==> src/rtl/fp_pkg.sv <==
// Shared types, flag bit positions and format helpers for the FP adder datapath.
package fp_pkg;

  typedef logic [5:0] fp_flags_t;

  localparam int unsigned FLG_SNAN = 5;
  localparam int unsigned FLG_QNAN = 4;
  localparam int unsigned FLG_INF  = 3;
  localparam int unsigned FLG_ZERO = 2;
  localparam int unsigned FLG_SUB  = 1;
  localparam int unsigned FLG_NORM = 0;

  function automatic int unsigned exp_len(input int unsigned precision);
    case (precision)
      16:      return 5;
      32:      return 8;
      64:      return 11;
      default: return 0;
    endcase
  endfunction

  function automatic int unsigned man_len(input int unsigned precision);
    case (precision)
      16:      return 10;
      32:      return 23;
      64:      return 52;
      default: return 0;
    endcase
  endfunction

endpackage

==> src/rtl/fp_sync_fifo.sv <==
// Synchronous valid/ready FIFO with extra-bit pointers; output is always taken from storage.
module fp_sync_fifo #(
  parameter int unsigned WIDTH = 22,
  parameter int unsigned DEPTH = 4
) (
  input  logic                   clk,
  input  logic                   rst_n,
  input  logic                   in_valid,
  output logic                   in_ready,
  input  logic [WIDTH-1:0]       in_data,
  output logic                   out_valid,
  input  logic                   out_ready,
  output logic [WIDTH-1:0]       out_data,
  output logic [$clog2(DEPTH):0] occupancy
);

  localparam int unsigned AW = $clog2(DEPTH);
  localparam int unsigned PW = AW + 1;

  logic [WIDTH-1:0] mem_q [DEPTH];
  logic [PW-1:0]    wr_ptr_q, rd_ptr_q;
  logic             push, pop;

  // Pointer difference is exact because both pointers carry one wrap bit.
  assign occupancy = wr_ptr_q - rd_ptr_q;
  assign in_ready  = (occupancy != PW'(DEPTH));
  assign out_valid = (occupancy != '0);
  assign push      = in_valid & in_ready;
  assign pop       = out_valid & out_ready;
  assign out_data  = mem_q[rd_ptr_q[AW-1:0]];

  always_ff @(posedge clk or negedge rst_n) begin
    if (!rst_n) begin
      wr_ptr_q <= '0;
      rd_ptr_q <= '0;
      for (int i = 0; i < int'(DEPTH); i++) begin
        mem_q[i] <= '0;
      end
    end else begin
      if (push) begin
        mem_q[wr_ptr_q[AW-1:0]] <= in_data;
        wr_ptr_q                <= wr_ptr_q + 1'b1;
      end
      if (pop) begin
        rd_ptr_q <= rd_ptr_q + 1'b1;
      end
    end
  end

endmodule

==> src/rtl/fp_result_stage.sv <==
// Registered result stage for the FP adder: result FIFO plus sticky class/exception status.
// Optional per-class event counters are enabled with the FP_STAT_CNT_EN macro.
module fp_result_stage
  import fp_pkg::*;
#(
  parameter int unsigned PRECISION  = 16,
  parameter int unsigned FIFO_DEPTH = 4
`ifdef FP_STAT_CNT_EN
  ,
  parameter int unsigned CNT_W      = 16
`endif
) (
  input  logic                        clk,
  input  logic                        rst_n,
  input  logic                        in_valid,
  output logic                        in_ready,
  input  logic [PRECISION-1:0]        in_sum,
  input  fp_flags_t                   in_flags,
  output logic                        out_valid,
  input  logic                        out_ready,
  output logic [PRECISION-1:0]        out_sum,
  output fp_flags_t                   out_flags,
  output logic [$clog2(FIFO_DEPTH):0] occupancy,
`ifdef FP_STAT_CNT_EN
  input  logic [2:0]                  cnt_sel,
  output logic [CNT_W-1:0]            cnt_val,
`endif
  input  logic                        sticky_clr,
  output fp_flags_t                   sticky,
  output logic                        flag_err
);

  localparam int unsigned Width = PRECISION + 6;

  logic             push;
  logic             bad_flags;
  fp_flags_t        sticky_q, sticky_d;
  logic             flag_err_q, flag_err_d;
  logic [Width-1:0] head_data;

  fp_sync_fifo #(
    .WIDTH (Width),
    .DEPTH (FIFO_DEPTH)
  ) u_fifo (
    .clk       (clk),
    .rst_n     (rst_n),
    .in_valid  (in_valid),
    .in_ready  (in_ready),
    .in_data   ({in_sum, in_flags}),
    .out_valid (out_valid),
    .out_ready (out_ready),
    .out_data  (head_data),
    .occupancy (occupancy)
  );

  assign out_sum   = head_data[Width-1:6];
  assign out_flags = head_data[5:0];
  assign push      = in_valid & in_ready;
  assign bad_flags = ($countones(in_flags) != 1);

  // Clear first, then merge the accepted event so a same-cycle event survives the clear.
  always_comb begin
    sticky_d   = sticky_q;
    flag_err_d = flag_err_q;
    if (sticky_clr) begin
      sticky_d   = '0;
      flag_err_d = 1'b0;
    end
    if (push) begin
      sticky_d   = sticky_d | in_flags;
      flag_err_d = flag_err_d | bad_flags;
    end
  end

  always_ff @(posedge clk or negedge rst_n) begin
    if (!rst_n) begin
      sticky_q   <= '0;
      flag_err_q <= 1'b0;
    end else begin
      sticky_q   <= sticky_d;
      flag_err_q <= flag_err_d;
    end
  end

  assign sticky   = sticky_q;
  assign flag_err = flag_err_q;

`ifdef FP_STAT_CNT_EN
  localparam int unsigned NumCnt = 7;

  logic [CNT_W-1:0]  cnt_q [NumCnt];
  logic [CNT_W-1:0]  cnt_d [NumCnt];
  logic [NumCnt-1:0] cnt_inc;

  // Index 6 counts every accepted push; 0..5 follow the flag bit order.
  assign cnt_inc = {push, {6{push}} & in_flags};

  always_comb begin
    for (int i = 0; i < int'(NumCnt); i++) begin
      cnt_d[i] = cnt_q[i];
      if (sticky_clr) begin
        cnt_d[i] = '0;
      end
      if (cnt_inc[i] && (cnt_d[i] != '1)) begin
        cnt_d[i] = cnt_d[i] + CNT_W'(1);
      end
    end
  end

  always_ff @(posedge clk or negedge rst_n) begin
    if (!rst_n) begin
      for (int i = 0; i < int'(NumCnt); i++) begin
        cnt_q[i] <= '0;
      end
    end else begin
      for (int i = 0; i < int'(NumCnt); i++) begin
        cnt_q[i] <= cnt_d[i];
      end
    end
  end

  always_comb begin
    cnt_val = '0;
    for (int i = 0; i < int'(NumCnt); i++) begin
      if (cnt_sel == 3'(i)) begin
        cnt_val = cnt_q[i];
      end
    end
  end
`endif

endmodule

==> config.mk <==
export PLATFORM = sky130hd
export DESIGN_NAME = fp_result_stage
export DESIGN_NICKNAME = d
export VERILOG_FILES = /design/src/rtl/fp_pkg.sv /design/src/rtl/fp_sync_fifo.sv /design/src/rtl/fp_result_stage.sv
export SDC_FILE = /design/constraint.sdc
export NUM_CORES = 1
export LEC_CHECK = 0
export CELL_PAD_IN_SITES_DETAIL_PLACEMENT = 1
export CELL_PAD_IN_SITES_GLOBAL_PLACEMENT = 2
export CORE_ASPECT_RATIO = 1.2
export CORE_UTILIZATION = 42
export DETAILED_ROUTE_END_ITERATION = 8
export PLACE_DENSITY_LB_ADDON = 0.1
export SYNTH_ARGS = -nofsm -noshare
export SYNTH_HDL_FRONTEND = slang
export SYNTH_HIERARCHICAL = 1
export SYNTH_SLANG_ARGS = --single-unit
==> constraint.sdc <==
create_clock -name clk -period 3.5 [get_ports clk]
set_input_delay 0.875 -clock clk [delete_from_list [all_inputs] [get_ports clk]]
set_output_delay 0.875 -clock clk [all_outputs]
set_load 0.05 [all_outputs]
==> summary.txt <==
Status
  • Outcome: completed

Hold path
  • Worst hold path class: flop to flop
  • WHS Endpoint: u_fifo/mem_q[32]
  • Hold depth: 1
  • Min-delay src: u_fifo/mem_q[32]

Placement
  • IO buf count: 60
  • Post-DP HPWL: 7.25 mm
  • RePlAce Congestion: 0.697

Clock network
  • CTS tree: built
  • Setup bufs post-CTS: 0
  • Root Driver: clkbuf_16
  • CTS buffer count: 9
  • Clk sinks: 101
  • Worst-Skew Late Latency: 350 ps
  • Post-CTS resize count: 0
  • CTS clk-pin slew, worst paths: 70 ps
  • H-tree levels: 3
  • Post-CTS Hold Buffers: 0
  • Max Buffers Root-to-Sink: 2

Critical path
  • Worst Path Required: 3730 ps
  • Reg2reg start: u_fifo/wr_ptr_q[0]
  • Cell count of the worst reg-to-reg path: 8
  • Critical Path End Type: flop
  • Setup slack, reg-to-reg: 640 ps
  • Crit Path Category: primary input to flop
  • Max FO, Critical Path: 2
  • Worst R2R End: u_fifo/mem_q[34]
  • Critical Path AT: 3630 ps
  • Setup crit start kind: primary input

Yosys
  • Cell Area, Synth: 0.00458 mm^2
  • Register area share after synthesis: 55.2%
  • Yosys reg bits: 101
  • YS warnings: 6
  • Syn nets: 355
  • Gate Count Post-Synth: 317
  • Syn Area/Cell: 14.4 um^2
  • Netlist cell types: 23

Detailed routing
  • Vias: 3023
  • Metal2 WL: 5.92 mm
  • Total routed wirelength: 11.6 mm
  • DRC Markers: 0
  • DR pass1 iterations: 4
  • Initial DRC Count: 104
  • Remaining antenna violation count: 0
  • Met1 wire length: 5.17 mm
  • Met3 routed WL: 399 um
  • Vias/cell: 5.86
  • Routed len/inst: 22.5 um
  • Top Metal Used: met4

Floorplan
  • Core region area: 0.0106 mm^2
  • # rows: 41
  • Die Wd: 97.3 um
  • Initial Util: 43.3%
  • Ports: 61
  • Die Y: 116 um
  • Die Area: 0.0113 mm^2

Global route
  • First-pass GRT wire length: 18.7 mm
  • GRT overflow: 0
  • All-Layer GR Usage: 22.0%
  • Vias in the first global route: 3359
  • Largest net degree at the start of global routing: 46
  • Antenna violations before repair: 0

Job
  • Maxcap violations: 0

STA
  • Final setup viols: 0
  • RSZ-0062 raised after global routing: false
  • Worst-margin pin slew: 624 ps
  • WHS: 485 ps
  • Max Fclk: 294 MHz
  • Hold Vio Cnt, Final: 0
  • Clock skew: 7.66 ps
  • Final Max Tran Viols: 0
  • Fin crit period: 3400 ps
  • Relative slew slack: 58.4%
  • Final worst-path cycle share: 97.2%

Layout
  • Share of cells above drive strength 1: 30.2%
  • Inserted Diodes: 0
  • Register area: 0.00253 mm^2
  • P&R area growth vs syn: 23.4%
  • Multi-input gate area: 0.00189 mm^2
  • Nets: 420
  • Fillers: 1049
## cell usage after synthesis
cell,number,area share (%)
a211o_1,2,0.38
a21boi_0,1,0.16
a22o_1,7,1.3
and2_1,2,0.27
buf_2,8,0.87
buf_4,2,0.33
clkbuf_1,14,1.1
dfrtp_1,101,55
fa_1,4,1.7
ha_1,7,1.9
inv_1,14,1.1
mux2_1,1,0.25
mux2_2,29,7.1
mux4_2,22,11
nand2_1,8,0.66
nor3_1,4,0.44
o21ai_0,21,2.3
o21bai_2,4,0.98
o2bb2ai_1,60,11
or3b_1,1,0.19
xnor2_1,2,0.38
xnor3_2,1,0.52
xor2_1,2,0.38
## state kept, by name, summed over array words and instances, names as in the netlist
name / flops
u_fifo/mem_q: 88
sticky: 6
u_fifo/rd_ptr_q: 3
u_fifo/wr_ptr_q: 3
flag_err: 1
## logic make-up after synthesis
logic type	share of synthesized area, %
xor+xnor	1.28
mux	18.2
flops	55.2
fa+ha+maj	3.66
simple gates	1.56
buf+inv	3.50
compound gates	16.6
## layout by cell type, fill, tap and decap left out
cell / netlist / routed
buf_4: 2 / 40
nand2_1: 8 / 8
clkinv_2: 0 / 2
xnor3_2: 1 / 1
clkbuf_16: 0 / 9
clkdlybuf4s50_1: 0 / 32
fa_1: 4 / 4
mux2_1: 1 / 1
nor3_1: 4 / 4
xor2_1: 2 / 2
clkbuf_1: 14 / 1
or3b_1: 1 / 1
mux4_2: 22 / 22
clkinvlp_4: 0 / 1
and2_1: 2 / 2
o2bb2ai_1: 60 / 60
a22o_1: 7 / 7
o21bai_2: 4 / 4
ha_1: 7 / 7
a21boi_0: 1 / 1
inv_1: 14 / 14
buf_12: 0 / 6
o21ai_0: 21 / 21
dfrtp_1: 101 / 101
clkbuf_8: 0 / 1
inv_6: 0 / 1
clkinv_4: 0 / 1
mux2_2: 29 / 29
a211o_1: 2 / 2
xnor2_1: 2 / 2
## area by class of cell
class,instances,share of cell area (%)
Multi-Input combinational cell,178,33.5
Timing Repair Buffer,78,13.1
Inverter,14,0.930
Clock inverter,5,0.620
Clock buffer,11,4.29
Tap cell,129,2.86
Sequential cell,101,44.7
## per-layer routing
metal	vias up	global-route usage, %
met3	12	3.83
met1	1613	28.9
met2	61	37.9
met5	-	0
met4	0	6.86
li1	1337	-
## worst max path at each step
stage	startpoint	to	slack, ps
4_1_cts	in_flags[0]	flag_err	90
3_3_place_gp	in_flags[0]	flag_err	-210
5_1_grt	in_flags[0]	flag_err	20
2_1_floorplan	u_fifo/wr_ptr_q[0]	in_ready	230
3_5_place_dp	in_flags[0]	flag_err	-280
6_report	in_flags[0]	flag_err	100
## worst max-delay path, cell delays in order
cell	delay (ps)
clkdlybuf4s50_1	490
inv_1	60
fa_1	500
fa_1	490
inv_1	40
ha_1	180
fa_1	420
or3b_1	380
a22o_1	200
## through the flow
step / TNS [ps] / std cells / cell area (um^2) / util, % / setup slack, ps
floorplan: 0 / 317 / 4580 / - / 233
global placement: -209 / 500 / 5380 / 50.9 / -209
detailed placement: -276 / 500 / 5380 / 50.9 / -276
CTS: 0 / 516 / 5650 / 53.5 / 90.0
global route: 0 / 516 / 5650 / 53.5 / 18.9
finish: 0 / 516 / 5650 / 53.5 / 98.0
Power is not shown: default switching activity piles up to over one toggle a cycle in this logic, so the estimate is an artifact.
